File: src/rtl/multicycle_control_fsm.sv
// Multi-cycle control FSM: sequences fetch/decode/execute/memory/writeback on a
// shared datapath with a single memory port.
// Ports:
//   clk, reset_n      clock, synchronous active-low reset
//   op, funct3_0      opcode and IR bit 12 from the instruction register
//   zero              ALU zero flag for branch resolution
//   mem_ready         memory accepted write / read data valid this cycle
//   pc_write..imm_src datapath controls, combinational from state
//   reg_write         register file write enable
//   illegal           sticky illegal-opcode flag
//   retire_cnt        retired instruction count (wraps)
//   state_o           current state for debug
module multicycle_control_fsm #(
  parameter bit          MEM_HANDSHAKE   = 1'b1,
  parameter bit          BNE_EN          = 1'b1,
  parameter bit          TRAP_ON_ILLEGAL = 1'b1,
  parameter int unsigned CNT_W           = 32
) (
  input  logic             clk,
  input  logic             reset_n,
  input  logic [6:0]       op,
  input  logic             funct3_0,
  input  logic             zero,
  input  logic             mem_ready,
  output logic             pc_write,
  output logic             adr_src,
  output logic             mem_req,
  output logic             mem_write,
  output logic             ir_write,
  output logic [1:0]       result_src,
  output logic [1:0]       alu_src_a,
  output logic [1:0]       alu_src_b,
  output logic [1:0]       alu_op,
  output logic [2:0]       imm_src,
  output logic             reg_write,
  output logic             illegal,
  output logic [CNT_W-1:0] retire_cnt,
  output logic [3:0]       state_o
);

  typedef enum logic [3:0] {
    S_FETCH     = 4'd0,
    S_DECODE    = 4'd1,
    S_MEMADR    = 4'd2,
    S_MEMREAD   = 4'd3,
    S_MEMWB     = 4'd4,
    S_MEMWRITE  = 4'd5,
    S_EXECR     = 4'd6,
    S_EXECI     = 4'd7,
    S_ALUWB     = 4'd8,
    S_BRANCH    = 4'd9,
    S_JAL       = 4'd10,
    S_JALR      = 4'd11,
    S_JALR_LINK = 4'd12,
    S_LUI       = 4'd13,
    S_HALT      = 4'd14
  } state_t;

  localparam logic [6:0] OP_LW   = 7'b0000011;
  localparam logic [6:0] OP_SW   = 7'b0100011;
  localparam logic [6:0] OP_R    = 7'b0110011;
  localparam logic [6:0] OP_I    = 7'b0010011;
  localparam logic [6:0] OP_BR   = 7'b1100011;
  localparam logic [6:0] OP_JAL  = 7'b1101111;
  localparam logic [6:0] OP_JALR = 7'b1100111;
  localparam logic [6:0] OP_LUI  = 7'b0110111;
  localparam logic [6:0] OP_NOP  = 7'b0000000;

  state_t           state, state_nxt;
  logic             illegal_q;
  logic [CNT_W-1:0] retire_q;
  logic             set_illegal;
  logic             retire;
  logic             ready;

  logic       pc_write_c, adr_src_c, mem_req_c, mem_write_c, ir_write_c, reg_write_c;
  logic [1:0] result_src_c, alu_src_a_c, alu_src_b_c, alu_op_c;
  logic [2:0] imm_src_c;

  // With the handshake disabled every memory access completes in one cycle.
  assign ready = mem_ready | ~MEM_HANDSHAKE;

  // State, sticky trap flag and retire counter.
  always_ff @(posedge clk) begin
    if (!reset_n) begin
      state     <= S_FETCH;
      illegal_q <= 1'b0;
      retire_q  <= '0;
    end else begin
      state <= state_nxt;
      if (set_illegal) illegal_q <= 1'b1;
      if (retire)      retire_q  <= retire_q + CNT_W'(1);
    end
  end

  // Every return to FETCH from another state retires one instruction; FETCH stalls do not.
  assign retire = (state_nxt == S_FETCH) && (state != S_FETCH);

  // Immediate format follows the opcode regardless of state.
  always_comb begin
    imm_src_c = 3'b000;
    case (op)
      OP_SW:   imm_src_c = 3'b001;
      OP_BR:   imm_src_c = 3'b010;
      OP_LUI:  imm_src_c = 3'b011;
      OP_JAL:  imm_src_c = 3'b100;
      default: imm_src_c = 3'b000;
    endcase
  end

  // Next-state and per-state controls.
  always_comb begin
    state_nxt    = state;
    set_illegal  = 1'b0;
    pc_write_c   = 1'b0;
    adr_src_c    = 1'b0;
    mem_req_c    = 1'b0;
    mem_write_c  = 1'b0;
    ir_write_c   = 1'b0;
    reg_write_c  = 1'b0;
    result_src_c = 2'b00;
    alu_src_a_c  = 2'b00;
    alu_src_b_c  = 2'b00;
    alu_op_c     = 2'b00;
    case (state)
      S_FETCH: begin
        mem_req_c    = 1'b1;
        alu_src_b_c  = 2'b10;
        result_src_c = 2'b10;
        ir_write_c   = ready;
        pc_write_c   = ready;
        if (ready) state_nxt = S_DECODE;
      end
      S_DECODE: begin
        // Branch target precomputed into ALUOut from OldPC + imm.
        alu_src_a_c = 2'b01;
        alu_src_b_c = 2'b01;
        case (op)
          OP_LW, OP_SW: state_nxt = S_MEMADR;
          OP_R:         state_nxt = S_EXECR;
          OP_I:         state_nxt = S_EXECI;
          OP_BR:        state_nxt = S_BRANCH;
          OP_JAL:       state_nxt = S_JAL;
          OP_JALR:      state_nxt = S_JALR;
          OP_LUI:       state_nxt = S_LUI;
          OP_NOP:       state_nxt = S_FETCH;
          default: begin
            if (TRAP_ON_ILLEGAL) begin
              state_nxt   = S_HALT;
              set_illegal = 1'b1;
            end else begin
              state_nxt = S_FETCH;
            end
          end
        endcase
      end
      S_MEMADR: begin
        alu_src_a_c = 2'b10;
        alu_src_b_c = 2'b01;
        state_nxt   = op[5] ? S_MEMWRITE : S_MEMREAD;
      end
      S_MEMREAD: begin
        mem_req_c = 1'b1;
        adr_src_c = 1'b1;
        if (ready) state_nxt = S_MEMWB;
      end
      S_MEMWB: begin
        result_src_c = 2'b01;
        reg_write_c  = 1'b1;
        state_nxt    = S_FETCH;
      end
      S_MEMWRITE: begin
        mem_req_c   = 1'b1;
        mem_write_c = 1'b1;
        adr_src_c   = 1'b1;
        if (ready) state_nxt = S_FETCH;
      end
      S_EXECR: begin
        alu_src_a_c = 2'b10;
        alu_op_c    = 2'b10;
        state_nxt   = S_ALUWB;
      end
      S_EXECI: begin
        alu_src_a_c = 2'b10;
        alu_src_b_c = 2'b01;
        alu_op_c    = 2'b10;
        state_nxt   = S_ALUWB;
      end
      S_ALUWB: begin
        reg_write_c = 1'b1;
        state_nxt   = S_FETCH;
      end
      S_BRANCH: begin
        alu_src_a_c = 2'b10;
        alu_op_c    = 2'b01;
        pc_write_c  = zero ^ (BNE_EN & funct3_0);
        state_nxt   = S_FETCH;
      end
      S_JAL: begin
        // PC <- ALUOut (target from DECODE); link value OldPC+4 computed now.
        alu_src_a_c = 2'b01;
        alu_src_b_c = 2'b10;
        pc_write_c  = 1'b1;
        state_nxt   = S_ALUWB;
      end
      S_JALR: begin
        alu_src_a_c  = 2'b10;
        alu_src_b_c  = 2'b01;
        result_src_c = 2'b10;
        pc_write_c   = 1'b1;
        state_nxt    = S_JALR_LINK;
      end
      S_JALR_LINK: begin
        alu_src_a_c = 2'b01;
        alu_src_b_c = 2'b10;
        state_nxt   = S_ALUWB;
      end
      S_LUI: begin
        result_src_c = 2'b11;
        reg_write_c  = 1'b1;
        state_nxt    = S_FETCH;
      end
      S_HALT: begin
        state_nxt = S_HALT;
      end
      default: begin
        state_nxt = S_FETCH;
      end
    endcase
  end

  // All outputs are held at zero while reset is asserted.
  assign pc_write   = reset_n & pc_write_c;
  assign adr_src    = reset_n & adr_src_c;
  assign mem_req    = reset_n & mem_req_c;
  assign mem_write  = reset_n & mem_write_c;
  assign ir_write   = reset_n & ir_write_c;
  assign reg_write  = reset_n & reg_write_c;
  assign result_src = reset_n ? result_src_c : 2'b00;
  assign alu_src_a  = reset_n ? alu_src_a_c  : 2'b00;
  assign alu_src_b  = reset_n ? alu_src_b_c  : 2'b00;
  assign alu_op     = reset_n ? alu_op_c     : 2'b00;
  assign imm_src    = reset_n ? imm_src_c    : 3'b000;
  assign illegal    = reset_n & illegal_q;
  assign retire_cnt = reset_n ? retire_q     : '0;
  assign state_o    = reset_n ? state        : S_FETCH;

endmodule

File: config.mk
export PLATFORM = sky130hd
export DESIGN_NAME = multicycle_control_fsm
export DESIGN_NICKNAME = d
export VERILOG_FILES = /design/src/rtl/multicycle_control_fsm.sv
export SDC_FILE = /design/constraint.sdc
export NUM_CORES = 1
export LEC_CHECK = 0
export CORE_MARGIN = 8
export CORE_UTILIZATION = 54
export CTS_CLUSTER_DIAMETER = 200
export CTS_CLUSTER_SIZE = 20
export DETAILED_ROUTE_END_ITERATION = 7
export PLACE_DENSITY_LB_ADDON = 0.12
export SLEW_MARGIN = 0
export SYNTH_ARGS = -nofsm -noshare
export SYNTH_HDL_FRONTEND = slang
export SYNTH_SLANG_ARGS = --single-unit
File: constraint.sdc
create_clock -name clk -period 7.7 [get_ports clk]
set_clock_uncertainty 0.1 [all_clocks]
set_input_delay 0.77 -clock clk [delete_from_list [all_inputs] [get_ports clk]]
set_output_delay 0.77 -clock clk [all_outputs]
set_load 0.05 [all_outputs]
==> summary.md <==
| Metric | Value |
|---|---|
| Leakage | 0.001157 uW |
| #FFs+latches synth | 37 |
| Clock tree from TritonCTS | yes |
| Final count of negative-setup-slack endpoints | 0 |
| Count of nets after finishing | approximately 420 |
| Yosys synthesis warning count | 0 |
| Number of clock buffers inserted by TritonCTS | 5 |
| Post-route antenna net violation count | 0 |
| Root buffer selected by CTS | sky130_fd_sc_hd__clkbuf_8 |
| Cell area after synthesis | 2663 um2 |
| Max-slew violation total from the final report | 0 |
| Clock period minus final worst setup slack | 3947 ps |
| Worst setup path category | reg -> out |
| XOR/XNOR Fraction of Synth Area | under 10% |
| Number of fill cells | between 400 and 500 |
| Worst-skew pair later-pin latency | ~300 ps |
| Worst setup path endpoint | pc_write |
| Maximum number of pins on one net before global-route repair | 63 |
| Quantity of I/O buffers inserted on ports | 65 |
| Synthesized area divided by synthesized cell count | 7.543 um2 |
| H-tree Lvls | 2 |
| Outcome | finished, final reports clean |
| Via count of the first global-routing pass | 2,372 |
| CTS clk-pin slew, worst paths | 70 ps |
| Io pins | 66 |
| Fraction of the mapped netlist area in simple logic gates | 41.12% |
| Reg-to-reg critical path startpoint | state[0]$_SDFF_PN0_ |
| Endpoint of the most critical register-to-register path | retire_q[6]$_SDFFE_PN0P_ |
| Fraction of synthesized area in multiplexers | 1.410% |
| Standard-cell rows | 25 |
| Sequential-to-total area share from yosys stat | 27.82% |
| Max rail drop VDD | around 0.00019 V |
| Gate count of the mapped netlist | 353 |
| Core Box Area | roughly 4800 um2 |
| Worst setup startpoint | state[0]$_SDFF_PN0_ |
| Total power | 555.1 uW |
| RePlAce Congestion | 0.8437 |
| Data arrival at the endpoint of the critical path | between 3000 and 4000 ps |
| Combinational family with the most area after synthesis | simple AND/OR/NAND/NOR gates |
| Count of unique library cells instantiated by Yosys | 55 |
| Width of the die | 86.22 um |
| Max Cap Viol | 0 |
| Number of clock sinks | 37 |
| Required time of the worst setup path | 6830 ps |
| Vias after detailed routing | 2,637 |
| Critical Path End Type | output port |
| Post-CTS Setup Repair Bufs | 0 |
| Leftover overflow at the end of global routing | 0 |
| Final hold violations | 0 |
| Main flop type after synthesis | sky130_fd_sc_hd__dfxtp_1 |
| DIE HEIGHT | between 80 and 90 um |
| First DRT Iteration DRCs | 178 |
| Type of the worst min-delay path | reg -> reg |
| Post-synth EDFFs | 0 |
| Highest Clock Rate | 253.3 MHz |
| Worst setup SP type | flop |
| Compound-gate portion of the synthesized area | between 20% and 30% |
| Adder-cell area share of the yosys netlist | less than 1% |
| First-pass GRT wire length | roughly 11 mm |
| Resize count post-CTS | 0 |
| Number of antenna violations at the first check in global routing | 0 |
| Unrepaired setup endpoints after global routing | false |
| Final routed DRC violation total | 0 |
| Proportion of layout cells with a drive suffix above 1 | 4.715% |
| Hold path startpoint | illegal_q$_SDFFE_PN0P_ |
| Slew headroom | 45.05% |
| Post-detail-place hpwl | between 4 and 5 mm |
| Initial cell density of the core | 56.00% |
| Hold buffers post-CTS | 0 |
| Iteration count of the initial detailed-routing pass | 4 |
| Transition time of the tightest slew-check pin | 816.7 ps |
| Synthesized netlist net count | 366 |
| Maximum clock insertion buffer count | 2 |
| Power per unit of standard cell area | about 160 nW/um2 |
| Average via count per standard cell | 5.611 |
| Worst-path fanout max | 23 |
| Post-synth ARST share | 0% |
| Final worst path period share | 51.26% |
| Routed Wire Length | between 6 and 7 mm |
| Worst setup slack for register-to-register paths | 4480 ps |
| Layout-stage area growth over the synthesis result | 26.55% |
| Full die area | 7434 um2 |
| Ant. Diodes | 0 |
| Total Negative Setup Slacks | 0 ps |
| Gr usage total | ~18% |
| Worst r2r path cells | 7 |
| Routed wire per std cell | 13.97 um |
## how the worst min path moves through the flow
stage / end / cells after the start
final: illegal_q$_SDFFE_PN0P_ / 2
after detailed placement: illegal_q$_SDFFE_PN0P_ / 2
after CTS: illegal_q$_SDFFE_PN0P_ / 2
after global placement: illegal_q$_SDFFE_PN0P_ / 2
after floorplan: illegal_q$_SDFFE_PN0P_ / 2
after global routing: retire_q[8]$_SDFFE_PN0P_ / 2
## layout by cell type, fill, tap and decap left out, types with 2 or more instances in the layout
master                            count
sky130_fd_sc_hd__nand2_1             20
sky130_fd_sc_hd__dfxtp_1             37
sky130_fd_sc_hd__o21ai_1             15
sky130_fd_sc_hd__buf_4                3
sky130_fd_sc_hd__o31ai_1              5
sky130_fd_sc_hd__o211a_1              3
sky130_fd_sc_hd__and2_1              40
sky130_fd_sc_hd__or3_1               27
sky130_fd_sc_hd__nor4_1               4
sky130_fd_sc_hd__inv_1                7
sky130_fd_sc_hd__clkdlybuf4s50_1     65
sky130_fd_sc_hd__o21a_1               3
sky130_fd_sc_hd__nor3_1               6
sky130_fd_sc_hd__clkbuf_8             5
sky130_fd_sc_hd__a31oi_1              2
sky130_fd_sc_hd__a211oi_1             2
sky130_fd_sc_hd__nand3b_1             2
sky130_fd_sc_hd__nand4_1              8
sky130_fd_sc_hd__o21ai_0             11
sky130_fd_sc_hd__nor2_1              23
sky130_fd_sc_hd__a21o_1               2
sky130_fd_sc_hd__and3_1               9
sky130_fd_sc_hd__nand2b_1             4
sky130_fd_sc_hd__nor3b_1              3
sky130_fd_sc_hd__and3b_1              2
sky130_fd_sc_hd__nand3_1             18
sky130_fd_sc_hd__xor2_1               5
sky130_fd_sc_hd__a21oi_1             37
sky130_fd_sc_hd__nor2b_1              4
sky130_fd_sc_hd__or4_1                5
sky130_fd_sc_hd__and4_1               2
## power breakdown
group / switching [uW] / leakage, uW / total [uW] / internal [uW]
Sequential: 16.3 / 0.000299 / 213 / 197
Combinational: 119 / 0.000804 / 177 / 58.0
Clock: 70.7 / 0.0000540 / 165 / 94.1
## cell usage after synthesis (4+ instances only)
master,n,area [um2]
sky130_fd_sc_hd__dfxtp_1,37,740.7
sky130_fd_sc_hd__and3_1,9,56.30
sky130_fd_sc_hd__nor3_1,6,30.03
sky130_fd_sc_hd__nand2_1,20,75.07
sky130_fd_sc_hd__nor2_1,23,86.33
sky130_fd_sc_hd__xor2_1,5,43.79
sky130_fd_sc_hd__o31ai_1,5,37.54
sky130_fd_sc_hd__nor4_1,4,25.02
sky130_fd_sc_hd__nand3_1,18,90.09
sky130_fd_sc_hd__inv_1,7,26.28
sky130_fd_sc_hd__a21oi_1,37,185.2
sky130_fd_sc_hd__o21ai_1,15,75.07
sky130_fd_sc_hd__o21ai_0,11,55.05
sky130_fd_sc_hd__nand2b_1,4,25.02
sky130_fd_sc_hd__nor2b_1,4,25.02
sky130_fd_sc_hd__nand4_1,8,50.05
sky130_fd_sc_hd__and2_1,40,250.2
sky130_fd_sc_hd__or3_1,27,168.9
sky130_fd_sc_hd__clkbuf_1,13,48.80
sky130_fd_sc_hd__or4_1,5,37.54
sky130_fd_sc_hd__buf_6,7,78.83
## metrics by stage
stage | instance area (um2) | util (%) | std cells | hold slack, ps | worst slack, ps
after floorplan | 2663 | - | 353 | 331.7 | 4149
after global placement | 3266 | 68.68 | 463 | 342.8 | 3963
after detailed placement | 3266 | 68.68 | 463 | 354.2 | 3936
after CTS | 3369 | 70.87 | 470 | 381.3 | 3762
after global routing | 3369 | 70.87 | 470 | 415.0 | 3581
final | 3369 | 70.87 | 470 | 375.8 | 3753
## registers in the layout, indices dropped and copies added (netlist names)
signal,count
illegal_q,1
retire_q,32
state,4
## layer usage
layer	track usage (%)	vias to the layer above	share of wire, %
met4	4.851	0	0.96
met2	27.01	69	43
li1	-	1374	-
met1	23.29	1187	49
met3	5.104	7	7.0
met5	0	-	0
## area by class of cell
| type | instances | area [um2] | share of cell area [%] |
|---|---|---|---|
| Multi-Input combinational cell | 284 | 1742 | 51.69 |
| Timing Repair Buffer | 68 | 673.1 | 19.98 |
| Clock buffer | 5 | 68.82 | 2.042 |
| Tap cell | 67 | 83.83 | 2.488 |
| Clock inverter | 2 | 35.03 | 1.040 |
| Inverter | 7 | 26.28 | 0.7798 |
| Sequential cell | 37 | 740.7 | 21.98 |
## cell families (layout without fill, tap and decap cells)
family / count (synthesis) / count (layout)
multiplexers: 3 / 3
XOR/XNOR: 5 / 5
AND/OR/NAND/NOR: 186 / 186
flip-flops: 37 / 37
adder cells (fa/ha/maj): 1 / 1
AO/OA/AOI/OAI: 89 / 89
buffers and inverters: 32 / 82
## worst max-delay path, stage by stage, from the launching register on
cell and delay (ps):
sky130_fd_sc_hd__dfxtp_1 530, sky130_fd_sc_hd__or3_1 500, sky130_fd_sc_hd__nor2_1 520, sky130_fd_sc_hd__and3_1 290, sky130_fd_sc_hd__o21bai_1 120, sky130_fd_sc_hd__clkdlybuf4s50_1 820
Power figures use the tool's default switching activity.
